[src/rtl/tour_cmd.sv]
// Knight's-tour command sequencer: forwards UART commands while idle, and during a
// tour turns each one-hot knight move into a vertical leg followed by a horizontal leg.
module tour_cmd #(
    parameter int NUM_MOVES = 24
) (
    input  logic        clk,
    input  logic        rst_n,
    input  logic        start_tour,
    input  logic [7:0]  move,
    output logic [4:0]  mv_indx,
    input  logic [15:0] cmd_UART,
    input  logic        cmd_rdy_UART,
    input  logic        clr_cmd_rdy,
    input  logic        send_resp,
    output logic [15:0] cmd,
    output logic        cmd_rdy,
    output logic [7:0]  resp
);

    localparam logic [3:0] OP_MOVE  = 4'b0010;
    localparam logic [3:0] OP_FANF  = 4'b0011;
    localparam logic [7:0] HD_N     = 8'h00;
    localparam logic [7:0] HD_W     = 8'h3F;
    localparam logic [7:0] HD_S     = 8'h7F;
    localparam logic [7:0] HD_E     = 8'hBF;
    localparam logic [7:0] RESP_ACK = 8'hA5;
    localparam logic [7:0] RESP_BSY = 8'h5A;
    localparam logic [4:0] LAST_IDX = 5'(NUM_MOVES - 1);

    typedef enum logic [2:0] {
        IDLE,
        VERT,
        WAIT_V,
        HORZ,
        WAIT_H
    } state_t;

    state_t      r_state;
    logic [4:0]  r_mv_indx;
    logic [15:0] r_vert;
    logic [15:0] r_horz;

    logic [7:0]  w_v_head;
    logic [3:0]  w_v_sq;
    logic [7:0]  w_h_head;
    logic [3:0]  w_h_sq;
    logic [15:0] w_vert;
    logic [15:0] w_horz;
    logic        w_last;

    // Lowest set bit of move selects the knight offset.
    always_comb begin
        w_v_head = HD_N;
        w_v_sq   = 4'd0;
        w_h_head = HD_E;
        w_h_sq   = 4'd0;
        casez (move)
            8'b???????1: begin w_v_head = HD_N; w_v_sq = 4'd2; w_h_head = HD_E; w_h_sq = 4'd1; end
            8'b??????10: begin w_v_head = HD_N; w_v_sq = 4'd2; w_h_head = HD_W; w_h_sq = 4'd1; end
            8'b?????100: begin w_v_head = HD_N; w_v_sq = 4'd1; w_h_head = HD_W; w_h_sq = 4'd2; end
            8'b????1000: begin w_v_head = HD_S; w_v_sq = 4'd1; w_h_head = HD_W; w_h_sq = 4'd2; end
            8'b???10000: begin w_v_head = HD_S; w_v_sq = 4'd2; w_h_head = HD_W; w_h_sq = 4'd1; end
            8'b??100000: begin w_v_head = HD_S; w_v_sq = 4'd2; w_h_head = HD_E; w_h_sq = 4'd1; end
            8'b?1000000: begin w_v_head = HD_S; w_v_sq = 4'd1; w_h_head = HD_E; w_h_sq = 4'd2; end
            8'b10000000: begin w_v_head = HD_N; w_v_sq = 4'd1; w_h_head = HD_E; w_h_sq = 4'd2; end
            default:     begin w_v_head = HD_N; w_v_sq = 4'd0; w_h_head = HD_E; w_h_sq = 4'd0; end
        endcase
    end

    assign w_vert = {OP_MOVE, w_v_head, w_v_sq};
    assign w_horz = {OP_FANF, w_h_head, w_h_sq};
    assign w_last = (r_mv_indx == LAST_IDX);

    // Both legs are captured when the vertical leg is accepted, so the
    // remaining legs do not depend on move staying stable.
    always_ff @(posedge clk or negedge rst_n) begin
        if (!rst_n) begin
            r_state   <= IDLE;
            r_mv_indx <= 5'd0;
            r_vert    <= 16'd0;
            r_horz    <= 16'd0;
        end else begin
            case (r_state)
                IDLE: begin
                    if (start_tour) begin
                        r_mv_indx <= 5'd0;
                        r_state   <= VERT;
                    end
                end
                VERT: begin
                    if (move == 8'h00) begin
                        r_state <= IDLE;
                    end else if (clr_cmd_rdy) begin
                        r_vert  <= w_vert;
                        r_horz  <= w_horz;
                        r_state <= WAIT_V;
                    end
                end
                WAIT_V: begin
                    if (send_resp) r_state <= HORZ;
                end
                HORZ: begin
                    if (clr_cmd_rdy) r_state <= WAIT_H;
                end
                WAIT_H: begin
                    if (send_resp) begin
                        if (w_last) begin
                            r_state <= IDLE;
                        end else begin
                            r_mv_indx <= r_mv_indx + 5'd1;
                            r_state   <= VERT;
                        end
                    end
                end
                default: r_state <= IDLE;
            endcase
        end
    end

    always_comb begin
        cmd     = cmd_UART;
        cmd_rdy = cmd_rdy_UART;
        resp    = RESP_ACK;
        case (r_state)
            IDLE: begin
                cmd     = cmd_UART;
                cmd_rdy = cmd_rdy_UART;
                resp    = RESP_ACK;
            end
            VERT: begin
                cmd     = w_vert;
                cmd_rdy = (move != 8'h00);
                resp    = RESP_BSY;
            end
            WAIT_V: begin
                cmd     = r_vert;
                cmd_rdy = 1'b0;
                resp    = RESP_BSY;
            end
            HORZ: begin
                cmd     = r_horz;
                cmd_rdy = 1'b1;
                resp    = RESP_BSY;
            end
            WAIT_H: begin
                cmd     = r_horz;
                cmd_rdy = 1'b0;
                resp    = w_last ? RESP_ACK : RESP_BSY;
            end
            default: begin
                cmd     = cmd_UART;
                cmd_rdy = cmd_rdy_UART;
                resp    = RESP_ACK;
            end
        endcase
    end

    assign mv_indx = r_mv_indx;

endmodule

[config.mk]
export PLATFORM = sky130hd
export DESIGN_NAME = tour_cmd
export DESIGN_NICKNAME = d
export VERILOG_FILES = /design/src/rtl/tour_cmd.sv
export SDC_FILE = /design/constraint.sdc
export NUM_CORES = 1
export LEC_CHECK = 0
export BUFFER_PORTS_ARGS = -buffer_cell sky130_fd_sc_hd__buf_2
export CELL_PAD_IN_SITES_DETAIL_PLACEMENT = 0
export CELL_PAD_IN_SITES_GLOBAL_PLACEMENT = 1
export CORE_ASPECT_RATIO = 1.1
export CORE_MARGIN = 1
export CORE_UTILIZATION = 34
export CTS_CLUSTER_SIZE = 16
export DETAILED_ROUTE_END_ITERATION = 10
export PLACE_DENSITY = 0.83
export SLEW_MARGIN = 40
export SYNTH_ARGS = -nofsm -noshare
export SYNTH_HDL_FRONTEND = slang
export SYNTH_SLANG_ARGS = --single-unit
[constraint.sdc]
create_clock -name clk -period 2.3 [get_ports clk]
set_input_delay 0.23 -clock clk [delete_from_list [all_inputs] [get_ports clk]]
set_output_delay 0.23 -clock clk [all_outputs]
set_load 0.03 [all_outputs]
==> metrics.md <==
| Metric | Value |
|---|---|
| Antenna diodes | 0 |
| R2R cell count | 5 |
| Met3 Use GR | 4.14% |
| Max-slew headroom | 63.5% |
| Worst-Skew Late Latency | 290 ps |
| Met2 global-route usage | 31.1% |
| CP Capture Type | output pin |
| Critical path class | reg -> out |
| Die area | 3610 um2 |
| H-tree depth | 1 |
| Worst reg2reg path startpoint | mv_indx[0]$_DFFE_PN0P_ |
| Detailed-route DRC error count | 4 |
| DRT Pass-1 Iters | 7 |
| Global Route Usage Sum | 17.4% |
| Via count | 1,258 |
| Violated checks | DRC |
| Layout area overhead | 28.5% |
| Slowest-stage cell, CP | dfrtp_1 |
| Avg Vias per Cell | 5.64 |
| Worst setup SP type | register |
| HP Start | clr_cmd_rdy |
| Die width | 57.4 um |
| Hold Path Class | in -> reg |
| Filler cells | 313 |
| CTS tree | built |
| Final setup violation count | 0 |
| Worst slew pin tran | 542 ps |
| Row cnt | 21 |
| Initial Util | 36.7% |
| Top-level port count | 60 |
| Post-route cell area | 1470 um2 |
| Gate count of the mapped netlist | 135 |
| Sink Count | 13 |
| Total global routing overflow | 0 |
| Status | finished with violations |
| Global Route met1 Usage | 21.8% |
| CTS root buf | clkbuf_4 |
| Layout cells sized above 1 | 41.3% |
| First-pass GRT wire length | 5140 um |
| Vias in the first global route | 1,171 |
| DP Area | 1410 um2 |
| Die Span Y | 62.9 um |
| Setup TNS | 0 ps |
| Reg2reg setup slack | 490 ps |
| Part of the cycle the worst path needs | 92.2% |
| DP HPWL | 2420 um |
| Synth Flop Type | dfrtp_1 |
| GR peak layer | met2 |
| Cell variety after synth | 51 |
| Post-Route WL | 3100 um |
| Power, Total | 2.44 mW |
| Syn avg cell area | 8.50 um2 |
| Minimum clock period | 2120 ps |
| CP required | 2070 ps |
| Yosys Warn Count | 0 |
| Post-CTS Setup Bufs | 0 |
| Initial antenna violation count | 0 |
| Top cell type's share of synthesized area | 28.4% |
| Final core occ | 47.1% |
| Initial DRC count | 38 |
| Post-synth ARST share | 100% |
| Clock transition at path regs | 90 ps |
| Register area share after synthesis | 28.4% |
| Peak VDD IR | 656 uV |
| Crit path cell chain | buf_4 > inv_2 > xnor2_1 > buf_4 > and2_1 > buf_2 |
| Mapped Area | 1150 um2 |
| Clk buf depth | 2 |
| Ranking of synthesized cells by area | dfrtp_1 (28%), buf_4 (5.2%), a21o_1 (4.6%) |
| RSZ-0062 raised after global routing | no |
| Clk_skew | 13.0 ps |
| Fmax | 472 MHz |
| Endpoints failing hold | 0 |
| Max Slew Vio Count | 0 |
| Port bufs | 59 |
| CTS Buf Count | 3 |
| CP dominant cell by count | buf_4 |
| Post-synth EDFFs | 0 |
| Core Area | 3130 um2 |
| Final GP Congestion | 0.814 |
| Arr. time, crit path | 1890 ps |
| Worst Hold Path EP | r_state[0]$_DFFE_PN0P_ |
| Syn_nets | 166 |
| Crit path largest cell delay | 480 ps |
| Seq cells post-synth | 13 |
| Largest net degree at the start of global routing | 15 |
| Critical path fanouts, max | 11 |
| Wire per inst | 13.9 um |
| Nets | 221 |
| Reg-to-reg endpoint | mv_indx[3]$_DFFE_PN0P_ |
| Pwr Density | 1660 nW/um2 |
| WHS Path Cells | 3 |
| Area leader, netlist | dfrtp_1 |
| Antenna viol nets, final | 0 |
| Static Leak | 0.773 nW |
| Total of max-cap violations | 0 |
cell families (layout without fill, tap and decap cells):
group	count (synthesis)	in the layout	synth area share, %
XOR/XNOR	1	1	0.763
AO/OA/AOI/OAI	39	39	24.9
flip-flops	13	13	28.4
adder cells (fa/ha/maj)	1	1	1.09
AND/OR/NAND/NOR	57	57	28.8
buffers and inverters	20	74	10.7
multiplexers	4	4	5.45
layer usage:
layer  wire length (um)  vias up
li1                   -      618
met1               1320      587
met2               1590       51
met3                183        2
met4                  8        0
met5                  0        -
timing repair:
item                                    CTS  global route
endpoints found under the setup margin    6             7
endpoints found under the hold margin    13             0
gates resized for setup                   1             5
hold buffers                              1             0
worst max path at each step:
stage                                 from  endpoint  slack, ps  cells past startpoint
global route        r_state[0]$_DFFE_PN0P_    cmd[6]         30                      5
CTS                 r_state[0]$_DFFE_PN0P_    cmd[7]         70                      5
detailed placement  r_state[1]$_DFFE_PN0P_    cmd[8]        300                      4
floorplan           mv_indx[0]$_DFFE_PN0P_   resp[2]         10                      6
global placement    r_state[1]$_DFFE_PN0P_    cmd[5]        390                      4
finish              r_state[2]$_DFFE_PN0P_    cmd[2]        180                      6
area by class of cell:
cell class | count | area [um2] | area share, %
clock buffer | 4 | 26.3 | 1.78
inverter | 7 | 26.3 | 1.78
multi-input combinational | 102 | 723 | 49.1
sequential | 13 | 328 | 22.2
tap | 34 | 42.5 | 2.89
timing repair buffer | 63 | 328 | 22.2
where the power goes:
group / internal (mW) / total (mW) / switching, mW / leakage (nW)
clock: 0.0674 / 0.150 / 0.0823 / 0.0150
sequential: 0.303 / 0.441 / 0.137 / 0.161
combinational: 0.621 / 1.85 / 1.23 / 0.597
Yosys cell counts (all sizes together), types with 2 or more instances:
| cell | count |
|---|---|
| nor2 | 11 |
| o311ai | 2 |
| or3 | 2 |
| inv | 7 |
| buf | 12 |
| mux2 | 2 |
| a21oi | 4 |
| nand2b | 2 |
| nor3 | 2 |
| a31oi | 3 |
| and2 | 4 |
| nand3 | 6 |
| nand2 | 11 |
| dfrtp | 13 |
| o21ai | 5 |
| nor3b | 2 |
| or2 | 2 |
| and3 | 4 |
| o31ai | 3 |
| a21o | 7 |
| o22a | 3 |
| a211o | 2 |
| nor4 | 6 |
| a211oi | 2 |
critical path, delay by kind of cell, from the launching register on:
kind          cells  cell delay, ps
simple gates      1             130
buf+inv           4             720
xor+xnor          1             280
flops             1             480
metrics by stage:
stage	worst slack [ps]	std cells	hold WS [ps]
2_1_floorplan	12.3	135	-65.6
3_3_place_gp	392	218	134
3_5_place_dp	304	218	138
4_1_cts	66.9	223	244
5_1_grt	30.6	223	255
6_report	180	223	247
cell usage in the layout, fill, tap and decap left out, types with 3 or more instances in the layout:
master    count
buf_2        59
nand2_1      11
dfrtp_1      11
nor2_1        9
a21o_1        7
nand3_1       6
inv_1         5
nor4_1        5
o21ai_0       4
and3_1        4
and2_1        4
a21oi_1       4
a31oi_1       3
o31ai_1       3
o22a_1        3
clkbuf_4      3
buf_4         3
flip-flops by register name, indices dropped and copies added (netlist names):
name,count
mv_indx,5
r_state,3
r_vert,3
r_horz,2
(Power assumes the default switching activity.)
